[config.mk]
export PLATFORM = sky130hd
export DESIGN_NAME = mem_bus_ctrl
export DESIGN_NICKNAME = d
export VERILOG_FILES = /design/src/rtl/mem_bus_ctrl.sv
export SDC_FILE = /design/constraint.sdc
export NUM_CORES = 1
export LEC_CHECK = 0
export CAP_MARGIN = 20
export CORE_UTILIZATION = 48
export CTS_BUF_LIST = sky130_fd_sc_hd__clkbuf_4 sky130_fd_sc_hd__clkbuf_8 sky130_fd_sc_hd__clkbuf_16
export DETAILED_ROUTE_END_ITERATION = 6
export PLACE_DENSITY = 0.82
export SETUP_SLACK_MARGIN = 0.05
export SLEW_MARGIN = 20
export SYNTH_ARGS = -nofsm -noshare
export SYNTH_HDL_FRONTEND = slang
export SYNTH_SLANG_ARGS = --single-unit
[constraint.sdc]
create_clock -name clk -period 4.34 [get_ports clk]
set_clock_uncertainty 0.1 [all_clocks]
set_input_delay 0.434 -clock clk [delete_from_list [all_inputs] [get_ports clk]]
set_output_delay 0.434 -clock clk [all_outputs]
set_load 0.05 [all_outputs]
[src/rtl/mem_bus_ctrl.sv]
// Shared memory bus controller: arbitrates IF and MEM requests onto one req/ack bus,
// lane-aligns stores, extends loads, flags misalignment and bus timeouts.
module mem_bus_ctrl #(
    parameter int TIMEOUT_CYCLES = 255,
    parameter int ADDR_W         = 32
) (
    input  logic              clk,
    input  logic              rst,
    input  logic              i_req,
    input  logic [ADDR_W-1:0] i_addr,
    output logic              i_done,
    output logic [31:0]       i_rdata,
    output logic              i_err,
    output logic              i_stall,
    input  logic              d_read,
    input  logic              d_write,
    input  logic              d_ext,
    input  logic              d_signed,
    input  logic [3:0]        d_sel,
    input  logic [ADDR_W-1:0] d_addr,
    input  logic [31:0]       d_wdata,
    output logic              d_done,
    output logic [31:0]       d_rdata,
    output logic              d_err,
    output logic              d_stall,
    output logic              bus_req,
    output logic              bus_we,
    output logic [ADDR_W-1:0] bus_addr,
    output logic [3:0]        bus_sel,
    output logic [31:0]       bus_wdata,
    input  logic              bus_ack,
    input  logic [31:0]       bus_rdata
);
    typedef enum logic [1:0] {S_IDLE = 2'd0, S_ACC = 2'd1, S_RESP = 2'd2} state_t;

    state_t            r_state;
    logic [7:0]        r_cnt;
    logic              r_last_d;
    logic              r_gnt_d;
    logic              r_byte;
    logic              r_half;
    logic              r_signed;
    logic [1:0]        r_lo;
    logic              r_bus_req;
    logic              r_bus_we;
    logic [ADDR_W-1:0] r_bus_addr;
    logic [3:0]        r_bus_sel;
    logic [31:0]       r_bus_wdata;
    logic              r_i_done;
    logic              r_i_err;
    logic [31:0]       r_i_rdata;
    logic              r_d_done;
    logic              r_d_err;
    logic [31:0]       r_d_rdata;

    function automatic logic [31:0] f_extract(input logic [31:0] word, input logic [1:0] lo,
                                              input logic is_byte, input logic is_half,
                                              input logic sgn);
        logic [31:0] sh;
        sh = word;
        if (is_byte) begin
            sh = word >> {lo, 3'b000};
            return {{24{sgn & sh[7]}}, sh[7:0]};
        end
        if (is_half) begin
            sh = word >> {lo[1], 4'b0000};
            return {{16{sgn & sh[15]}}, sh[15:0]};
        end
        return sh;
    endfunction

    logic              w_d_req;
    logic              w_any;
    logic              w_gnt_d;
    logic [ADDR_W-1:0] w_addr;
    logic              w_byte;
    logic              w_half;
    logic              w_mis;
    logic [3:0]        w_sel;
    logic [31:0]       w_wdata;
    logic              w_tmo;
    logic [31:0]       w_load;
    logic              w_resp;
    logic              w_rsp_d;
    logic              w_rsp_err;
    logic [31:0]       w_rsp_data;

    // With both pending, the requester not served last wins; last_grant resets to INST.
    assign w_d_req  = d_read | d_write;
    assign w_any    = i_req | w_d_req;
    assign w_gnt_d  = w_d_req & (~i_req | ~r_last_d);
    assign w_addr   = w_gnt_d ? d_addr : i_addr;
    assign w_byte   = w_gnt_d & d_ext & (d_sel == 4'b0001);
    assign w_half   = w_gnt_d & d_ext & (d_sel == 4'b0011);
    assign w_mis    = w_byte ? 1'b0 : (w_half ? w_addr[0] : (w_addr[1:0] != 2'b00));
    assign w_sel    = w_byte ? (4'b0001 << w_addr[1:0])
                             : (w_half ? (w_addr[1] ? 4'b1100 : 4'b0011) : 4'b1111);
    assign w_wdata  = w_byte ? {4{d_wdata[7:0]}} : (w_half ? {2{d_wdata[15:0]}} : d_wdata);
    assign w_tmo    = (r_cnt == 8'(TIMEOUT_CYCLES - 1));
    assign w_load   = f_extract(bus_rdata, r_lo, r_byte, r_half, r_signed);

    // A response is produced either straight from IDLE (misaligned) or when ACC ends.
    assign w_resp     = (r_state == S_IDLE) ? (w_any & w_mis)
                                            : ((r_state == S_ACC) & (bus_ack | w_tmo));
    assign w_rsp_d    = (r_state == S_IDLE) ? w_gnt_d : r_gnt_d;
    assign w_rsp_err  = (r_state == S_IDLE) | ~bus_ack;
    assign w_rsp_data = w_rsp_err ? 32'd0
                                  : (w_rsp_d ? (r_bus_we ? 32'd0 : w_load) : bus_rdata);

    always_ff @(posedge clk) begin
        if (!rst) begin
            r_state     <= S_IDLE;
            r_cnt       <= 8'd0;
            r_last_d    <= 1'b0;
            r_gnt_d     <= 1'b0;
            r_byte      <= 1'b0;
            r_half      <= 1'b0;
            r_signed    <= 1'b0;
            r_lo        <= 2'b00;
            r_bus_req   <= 1'b0;
            r_bus_we    <= 1'b0;
            r_bus_addr  <= '0;
            r_bus_sel   <= 4'b0000;
            r_bus_wdata <= 32'd0;
            r_i_done    <= 1'b0;
            r_i_err     <= 1'b0;
            r_i_rdata   <= 32'd0;
            r_d_done    <= 1'b0;
            r_d_err     <= 1'b0;
            r_d_rdata   <= 32'd0;
        end else begin
            r_i_done <= 1'b0;
            r_d_done <= 1'b0;
            if (w_resp) begin
                if (w_rsp_d) begin
                    r_d_done  <= 1'b1;
                    r_d_err   <= w_rsp_err;
                    r_d_rdata <= w_rsp_data;
                end else begin
                    r_i_done  <= 1'b1;
                    r_i_err   <= w_rsp_err;
                    r_i_rdata <= w_rsp_data;
                end
            end
            case (r_state)
                S_IDLE: begin
                    if (w_any) begin
                        r_gnt_d <= w_gnt_d;
                        if (w_mis) begin
                            r_state <= S_RESP;
                        end else begin
                            r_bus_req   <= 1'b1;
                            r_bus_we    <= w_gnt_d & d_write;
                            r_bus_addr  <= {w_addr[ADDR_W-1:2], 2'b00};
                            r_bus_sel   <= w_sel;
                            r_bus_wdata <= w_wdata;
                            r_lo        <= w_addr[1:0];
                            r_byte      <= w_byte;
                            r_half      <= w_half;
                            r_signed    <= w_gnt_d & d_signed;
                            r_state     <= S_ACC;
                        end
                    end
                end
                S_ACC: begin
                    if (bus_ack | w_tmo) begin
                        r_bus_req <= 1'b0;
                        r_state   <= S_RESP;
                    end else begin
                        r_cnt <= r_cnt + 8'd1;
                    end
                end
                S_RESP: begin
                    r_last_d <= r_gnt_d;
                    r_cnt    <= 8'd0;
                    r_state  <= S_IDLE;
                end
                default: r_state <= S_IDLE;
            endcase
        end
    end

    assign i_done    = r_i_done;
    assign i_rdata   = r_i_rdata;
    assign i_err     = r_i_err;
    assign i_stall   = i_req & ~r_i_done;
    assign d_done    = r_d_done;
    assign d_rdata   = r_d_rdata;
    assign d_err     = r_d_err;
    assign d_stall   = w_d_req & ~r_d_done;
    assign bus_req   = r_bus_req;
    assign bus_we    = r_bus_we;
    assign bus_addr  = r_bus_addr;
    assign bus_sel   = r_bus_sel;
    assign bus_wdata = r_bus_wdata;
endmodule

==> results of run 1 <==
cell families after synthesis:
logic type / synth area share
DFF: 0.415
and+or+nand+nor: 0.195
buffers and inverters: 0.0523
muxes: 0.108
adders and majority gates: 0.00339
xor gates and xnor gates: 0.00238
AOI/OAI and AO/OA: 0.223
other: 0.000509
flip-flops by register name, indices dropped and copies added (netlist names), 2 cells and up:
name and count:
r_lo 2, bus_addr 30, i_rdata 32, r_state 2
bus_sel 4, d_rdata 32, r_cnt 8, bus_wdata 32
per-layer routing:
| metal | share of wire | global-route usage | vias up |
|---|---|---|---|
| li1 | - | - | 3422 |
| met1 | 0.40 | 0.344 | 3281 |
| met2 | 0.50 | 0.500 | 307 |
| met3 | 0.077 | 0.0837 | 44 |
| met4 | 0.027 | 0.124 | 0 |
| met5 | 0 | 0 | - |
final timing paths:
check / startpoint / end / slack [ns] / cells after the start
min: bus_wdata[24]$_SDFFE_PN0P_ / bus_wdata[24]$_SDFFE_PN0P_ / 0.36 / 2
max: d_sel[2] / bus_addr[11]$_SDFFE_PN0P_ / 1.45 / 7
max reg2reg: r_last_d$_SDFFE_PN0P_ / bus_addr[11]$_SDFFE_PN0P_ / 1.79 / 6
min reg2reg: bus_wdata[24]$_SDFFE_PN0P_ / bus_wdata[24]$_SDFFE_PN0P_ / 0.36 / 2
power by group:
part	switching [mW]	leakage (nW)	internal (mW)
sequential	0.0646	1.24	1.49
combinational	0.692	2.23	0.441
clock	0.564	0.303	0.979
synth_stat cells, drive strengths merged, types with 9 or more instances:
cell type,count
a311oi,36
buf,32
nand2,156
o21ai,38
nand3,40
a21oi,63
a211oi,21
clkbuf,36
nand2b,35
mux2,10
o211ai,9
mux2i,66
nor2,72
dfxtp,153
through the flow:
stage	std cells	util	power, mW	hold slack [ns]	worst slack (ns)
2_1_floorplan	836	-	2.33	0.353	2.36
3_3_place_gp	1242	0.689	2.70	0.341	1.09
3_5_place_dp	1242	0.689	2.72	0.350	1.01
4_1_cts	1273	0.731	4.26	0.358	1.46
5_1_grt	1273	0.731	4.39	0.374	1.28
6_report	1274	0.731	4.24	0.356	1.45
worst reg2reg max path: cells and delay by family, from the launching register on:
kind / cells / cell delay, ns
AOI/OAI and AO/OA: 4 / 1.45
buffers and inverters: 1 / 0.36
DFF: 1 / 0.45
and+or+nand+nor: 1 / 0.10
final cells by class:
type	instances	area, um^2
clock buffers	24	503
fillers	1127	3970
well taps	184	230
repair buffers	290	2880
diodes	1	2.50
multi-input cells	607	3950
flip-flops and latches	153	3060
inverters	8	32.5
clock inverters	7	115
==> flow_metrics.tcl, run 1 <==
set metrics [dict create \
    status "finished, final reports clean" \
    core-area_um2 14800 \
    placementRows 44 \
    yosys_warnings 0 \
    clock_latency_ns 0.42 \
    grt_setup_unrepaired "no" \
    synth_edf_count 0 \
    ios 280 \
    finalHoldViolations 0 \
    grt_max_degree 67 \
    power.density_nw_per_um2 393 \
    min_path_type "register to register" \
    dieArea_um2 15900 \
    finalMaxSlewViolations 0 \
    cts_tree "built" \
    critical_path_class "input port to register" \
    critPathSlowestCell "o211a_4" \
    final_common_cell "clkdlybuf4s50_1" \
    final_nets 1219 \
    yosysTopAreaCellShare 0.415 \
    vdd_drop_max_uv 322 \
    dpl-instance-area_um2 10200 \
    setup_tns_ns 0 \
    ys_types 57 \
    drt_pre_antenna_iters 5 \
    synthFlopType "dfxtp_1" \
    wl_per_cell_um 18.2 \
    grt_pass1_wl_mm 36.1 \
    cp_cell_sequence "clkdlybuf4s50_1 -> nand4bb_1 -> a21oi_2 -> o211a_4 -> buf_12 -> nor2_1 -> a311oi_2" \
    synthCells 835 \
    postLayoutCellArea_um2 10800 \
    arrival_ns 3.13 \
    cp_top_family "compound AO/OA/AOI/OAI gates" \
    die_height_um 126 \
    grt_util_all_layers 0.293 \
    cp_max_fo 55 \
    cts.sinks 153 \
    cp.required_ns 4.58 \
    drive_gt1_frac 0.105 \
    numCtsBuffers 17 \
    p_leak_nw 3.78 \
    vias_per_cell 5.54 \
    yosys-top-cells-area "dfxtp_1, mux2i_1, nand2_1" \
    clk_pin_slew_ns 0.06 \
    route.detailed.drc 0 \
    syn_avg_cell_area_um2 8.83 \
    syn_to_final_growth_pct 46.2 \
    die_w_um 126 \
    initial_core_util 0.500 \
    finalCritPeriodShare 0.665 \
    postCtsHoldBufs 0 \
    max_freq_mhz 346 \
    synth-seq-cells 153 \
    worstMarginPinSlew_ns 1.00 \
    yosysTopAreaCell "dfxtp_1" \
    ant_nets 0 \
    hpwl_mm 16.9 \
    start_kind "input port" \
    htreeDepth 4 \
    drt-total-wl_mm 23.2 \
    period_needed_ns 2.89 \
    yosysSeqAreaShare 0.415 \
    cap_violations 0 \
    post_cts_buffers 0 \
    end_kind "register" \
    critPathBufInv 2 \
    setup_viol 0 \
    io_buffers 277 \
    dr.first_iter.drc_count 592 \
    grt_pass1_vias 6814 \
    cts_buffer_depth 2 \
    grt_overflow_total 0 \
    slew_headroom 0.330 \
    clock-root-buffer "clkbuf_16" \
    post_cts_resize_count 0 \
    antenna_found_initial 0 \
    final_cell_mix "clkdlybuf4s50_1, nand2_1, dfxtp_1, nor2_1, mux2i_1" \
    gp_congestion 0.836 \
    slowest_delay_ns 0.64 \
    num_vias 7054 \
    synth-async-reset-ratio 0 \
    syn_area_um2 7370 \
]
Power figures use the tool's default switching activity.
==> run 2: changes to the inputs <==
--- a/config.mk
+++ b/config.mk
@@ -6,10 +6,10 @@
 export NUM_CORES = 1
 export LEC_CHECK = 0
 export CAP_MARGIN = 20
-export CORE_UTILIZATION = 48
+export CORE_UTILIZATION = 40
 export CTS_BUF_LIST = sky130_fd_sc_hd__clkbuf_4 sky130_fd_sc_hd__clkbuf_8 sky130_fd_sc_hd__clkbuf_16
 export DETAILED_ROUTE_END_ITERATION = 6
-export PLACE_DENSITY = 0.82
+export PLACE_DENSITY = 0.73
 export SETUP_SLACK_MARGIN = 0.05
 export SLEW_MARGIN = 20
 export SYNTH_ARGS = -nofsm -noshare
==> constraint.sdc (replaced) <==
create_clock -name clk -period 2.4 [get_ports clk]
set_clock_uncertainty 0.1 [all_clocks]
set_input_delay 0.24 -clock clk [delete_from_list [all_inputs] [get_ports clk]]
set_output_delay 0.24 -clock clk [all_outputs]
set_load 0.05 [all_outputs]
==> flow_metrics.tcl, run 2 (synthesis gave the netlist of run 1 again) <==
set metrics [dict create \
    clock_latency_ns 0.42 \
    clk_pin_slew_ns 0.06 \
    setup_viol 0 \
    finalCritPeriodShare 0.907 \
    postLayoutCellArea_um2 11200 \
    drive_gt1_frac 0.132 \
    grt_use_met3 0.0843 \
    period_needed_ns 2.18 \
    dpl.cell_count 1318 \
    final_common_cell "clkdlybuf4s50_1" \
    cts_tree "built" \
    htreeDepth 4 \
    end_kind "register" \
    power.switching_mw 2.42 \
    r2r-start "r_cnt[0]$_SDFFE_PN0P_" \
    numCtsBuffers 17 \
    gp_congestion 0.845 \
    grt_overflow_total 0 \
    internal_power_mw 5.49 \
    cp_top_family "compound AO/OA/AOI/OAI gates" \
    grt_use_met2 0.407 \
    swShare 0.306 \
    cp_max_fo 8 \
    die_w_um 138 \
    die_height_um 138 \
    core-area_um2 18000 \
    pwr-share-seq 0.354 \
    cts.sinks 153 \
    worstMarginPinSlew_ns 0.779 \
    min_from "d_signed" \
    final_cell_mix "clkdlybuf4s50_1, nand2_1, dfxtp_1, nor2_1, mux2i_1" \
    drt-total-wl_mm 23.6 \
    cp_cell_sequence "inv_1 -> ha_1 -> and3_1 -> a2111oi_4 -> buf_4 -> a41oi_1 -> a211oi_1" \
    finalMaxSlewViolations 0 \
    vias_per_cell 5.28 \
    final_nets 1250 \
    hpwl_mm 17.3 \
    critPathBufInv 2 \
    min_path_type "input port to register" \
    start_kind "register" \
    cp.required_ns 2.64 \
    route.detailed.drc 0 \
    power.density_nw_per_um2 706 \
    placementRows 49 \
    syn_to_final_growth_pct 52.0 \
    arrival_ns 2.42 \
    ios 280 \
    grt_setup_unrepaired "no" \
    slowest_delay_ns 0.52 \
    vdd_drop_max_uv 520 \
    grt_use_met1 0.295 \
    antenna_found_initial 0 \
    comb_power_share 0.276 \
    finalHoldViolations 0 \
    initial_core_util 0.409 \
    dpl-instance-area_um2 10600 \
    grt_pass1_vias 6720 \
    grt_max_degree 116 \
    pwr-share-clk 0.370 \
    cap_violations 0 \
    n_antenna_cell 0 \
    postCtsHoldBufs 0 \
    ant_nets 0 \
    critPathSlowestCell "a2111oi_4" \
    max_freq_mhz 459 \
    drt_pre_antenna_iters 5 \
    slew_headroom 0.480 \
    fin_cells 1349 \
    cts_buffer_depth 2 \
    status "finished, final reports clean" \
    setup_tns_ns 0 \
    critical_path_class "register to register" \
    busiest_layer "met2" \
    io_buffers 277 \
    num_vias 7121 \
    clock-root-buffer "clkbuf_16" \
    grt_util_all_layers 0.247 \
    p_leak_nw 3.99 \
    grt_pass1_wl_mm 35.7 \
    wl_per_cell_um 17.5 \
    dieArea_um2 19000 \
    dr.first_iter.drc_count 453 \
    power.total_mw 7.92 \
    cp-startpoint "r_cnt[0]$_SDFFE_PN0P_" \
]
## run 2: per-stage QoR
stage / setup slack (ns) / hold WS, ns / utilization
after global routing: 0.0642 / 0.301 / 0.622
after global placement: -0.100 / 0.341 / 0.586
after CTS: 0.214 / 0.278 / 0.622
after floorplan: 0.425 / 0.276 / -
after detailed placement: -0.162 / 0.345 / 0.586
final: 0.222 / 0.289 / 0.622
## run 2: timing repair
item / CTS / global route
setup endpoints to repair: 0 / 13
setup buffers: 0 / 0
resized for setup: 0 / 1
## run 2: routing by layer
metal,part of all wire,vias to the layer above
li1,-,3483
met1,0.41,3305
met2,0.48,295
met3,0.088,38
met4,0.026,0
met5,0,-
## run 2: power groups by stage
| stage | clock network [mW] | logic [mW] | registers, mW |
|---|---|---|---|
| after detailed placement | 0 | 2.18 | 2.86 |
| after global placement | 0 | 2.17 | 2.85 |
| final | 2.93 | 2.18 | 2.80 |
| after floorplan | 0 | 0.855 | 3.35 |
| after CTS | 2.98 | 2.19 | 2.80 |
| after global routing | 3.08 | 2.31 | 2.82 |
## run 2: worst paths after layout
path | end | slack, ns | cells after the start
setup / recovery | r_cnt[4]$_SDFFE_PN0P_ | 0.22 | 7
hold / removal | r_signed$_SDFFE_PN0P_ | 0.29 | 3
setup reg to reg | r_cnt[4]$_SDFFE_PN0P_ | 0.22 | 7
hold reg to reg | bus_wdata[2]$_SDFFE_PN0P_ | 0.35 | 2
## run 2: worst reg2reg max path: stages, from the launching register on
cell       delay, ns
dfxtp_1         0.41
inv_1           0.07
ha_1            0.19
and3_1          0.22
a2111oi_4       0.53
buf_4           0.24
a41oi_1         0.13
a211oi_1        0.22
## run 2: cell type report
| type | count | area [um^2] |
|---|---|---|
| clock buffers | 25 | 510 |
| clock inverters | 6 | 136 |
| fillers | 1537 | 6820 |
| inverters | 8 | 32.5 |
| multi-input cells | 607 | 3960 |
| flip-flops and latches | 153 | 3060 |
| well taps | 229 | 287 |
| repair buffers | 321 | 3220 |
==> run 3: changes to the inputs <==
--- a/config.mk
+++ b/config.mk
@@ -6,8 +6,10 @@
 export NUM_CORES = 1
 export LEC_CHECK = 0
 export CAP_MARGIN = 20
+export CORE_ASPECT_RATIO = 1.5
 export CORE_UTILIZATION = 40
 export CTS_BUF_LIST = sky130_fd_sc_hd__clkbuf_4 sky130_fd_sc_hd__clkbuf_8 sky130_fd_sc_hd__clkbuf_16
+export CTS_CLUSTER_SIZE = 24
 export DETAILED_ROUTE_END_ITERATION = 6
 export PLACE_DENSITY = 0.73
 export SETUP_SLACK_MARGIN = 0.05
==> flow_metrics.tcl, run 3 (synthesis gave the netlist of run 1 again) <==
set metrics [dict create \
    cp_max_fo 32 \
    final_nets 1249 \
    grt_pass1_wl_mm 37.3 \
    setup_tns_ns 0 \
    cts_tree "built" \
    die_w_um 113 \
    antenna_found_initial 0 \
    clk_pin_slew_ns 0.06 \
    syn_to_final_growth_pct 50.9 \
    slew_headroom 0.467 \
    n_antenna_cell 0 \
    io_buffers 277 \
    grt_max_degree 116 \
    pwr-share-clk 0.344 \
    num_vias 7104 \
    route.detailed.drc 0 \
    min_path_type "input port to register" \
    finalCritPeriodShare 0.870 \
    numCtsBuffers 17 \
    power.density_nw_per_um2 684 \
    wl_per_cell_um 17.6 \
    comb_power_share 0.287 \
    start_kind "input port" \
    grt_setup_unrepaired "no" \
    pwr-share-seq 0.369 \
    p_leak_nw 3.94 \
    arrival_ns 2.32 \
    cts_buffer_depth 2 \
    clock_latency_ns 0.42 \
    end_kind "register" \
    period_needed_ns 2.09 \
    drt-total-wl_mm 23.6 \
    grt_util_all_layers 0.252 \
    final_common_cell "clkdlybuf4s50_1" \
    cap_violations 0 \
    internal_power_mw 5.05 \
    final_util 0.618 \
    clock-root-buffer "clkbuf_16" \
    postCtsHoldBufs 0 \
    setup_viol 0 \
    grt_pass1_vias 7148 \
    finalMaxSlewViolations 0 \
    placementRows 60 \
    finalHoldViolations 0 \
    status "finished, final reports clean" \
    drive_gt1_frac 0.131 \
    grt_overflow_total 0 \
    drt_pre_antenna_iters 5 \
    vias_per_cell 5.32 \
    die_height_um 168 \
    ios 280 \
    power.switching_mw 2.56 \
    dr.first_iter.drc_count 369 \
    vdd_drop_max_uv 449 \
    cts.sinks 153 \
    ant_nets 0 \
    swShare 0.337 \
    power.total_mw 7.61 \
    cp.required_ns 2.63 \
    core-area_um2 18000 \
    max_freq_mhz 479 \
    hpwl_mm 17.6 \
    htreeDepth 4 \
    final_cell_mix "clkdlybuf4s50_1, nand2_1, dfxtp_1, nor2_1, mux2i_1" \
    gp_congestion 0.929 \
    worstMarginPinSlew_ns 0.798 \
    dieArea_um2 19000 \
    initial_core_util 0.409 \
    critical_path_class "input port to register" \
]
==> run 3: cell count changes in the layout (fill, tap and decap cells not counted), moves of 2 or more <==
cell	previous run	this run
buf_12	10	12
buf_4	36	33
clkinvlp_4	1	4
bufinv_16	4	1
inv_6	0	4
clkbuf_4	4	0
clkbuf_8	4	0
inv_8	0	2
==> run 3: power groups by stage <==
| stage | sequential [mW] | combinational (mW) | clock (mW) |
|---|---|---|---|
| 3_3_place_gp | 2.86 | 2.17 | 0 |
| 4_1_cts | 2.81 | 2.19 | 2.67 |
| 2_1_floorplan | 3.35 | 0.855 | 0 |
| 3_5_place_dp | 2.86 | 2.19 | 0 |
| 6_report | 2.81 | 2.18 | 2.62 |
| 5_1_grt | 2.83 | 2.32 | 2.77 |
==> run 3: worst max-delay path, stage by stage <==
cell             delay, ns
clkdlybuf4s50_1       0.57
buf_4                 0.16
o2bb2ai_4             0.07
o21ai_1               0.30
o211a_4               0.42
buf_12                0.24
nor2_1                0.07
a311oi_2              0.23
==> run 3: final timing paths <==
path	start	endpoint	slack, ns	depth (start not counted)
worst max register to register	r_last_d$_SDFFE_PN0P_	bus_addr[11]$_SDFFE_PN0P_	0.32	6
worst min-delay path	d_signed	r_signed$_SDFFE_PN0P_	0.31	3
worst min register to register	bus_wdata[0]$_SDFFE_PN0P_	bus_wdata[0]$_SDFFE_PN0P_	0.35	2
worst max-delay path	d_read	bus_addr[11]$_SDFFE_PN0P_	0.31	8
==> run 3: cell type report <==
| class | count | area [um^2] |
|---|---|---|
| Tap cell | 217 | 272 |
| Multi-Input combinational cell | 607 | 3960 |
| Clock buffer | 17 | 425 |
| Fill cell | 1546 | 6890 |
| Sequential cell | 153 | 3060 |
| Inverter | 8 | 32.5 |
| Timing Repair Buffer | 320 | 3240 |
| Clock inverter | 14 | 140 |
==> run 3: routing by layer <==
metal | vias to the layer above | routed length [um] | track usage
li1 | 3485 | - | -
met1 | 3277 | 8660 | 0.263
met2 | 288 | 12300 | 0.467
met3 | 54 | 1570 | 0.0616
met4 | 0 | 1040 | 0.125
met5 | - | 0 | 0
==> run 3: metrics by stage <==
step | hold slack, ns | cell area [um^2] | instances | setup WS, ns
global placement | 0.341 | 10600 | 1305 | -0.0266
global route | 0.305 | 11100 | 1336 | 0.153
CTS | 0.293 | 11100 | 1336 | 0.217
floorplan | 0.276 | 7380 | 836 | 0.425
finish | 0.305 | 11100 | 1336 | 0.312
detailed placement | 0.347 | 10600 | 1305 | -0.125
==> run 3: timing repair <==
item	in CTS	in global routing
hold endpoints to repair	0	0
setup endpoints to repair	0	2
gates resized for setup	0	1
buffers inserted	0	0
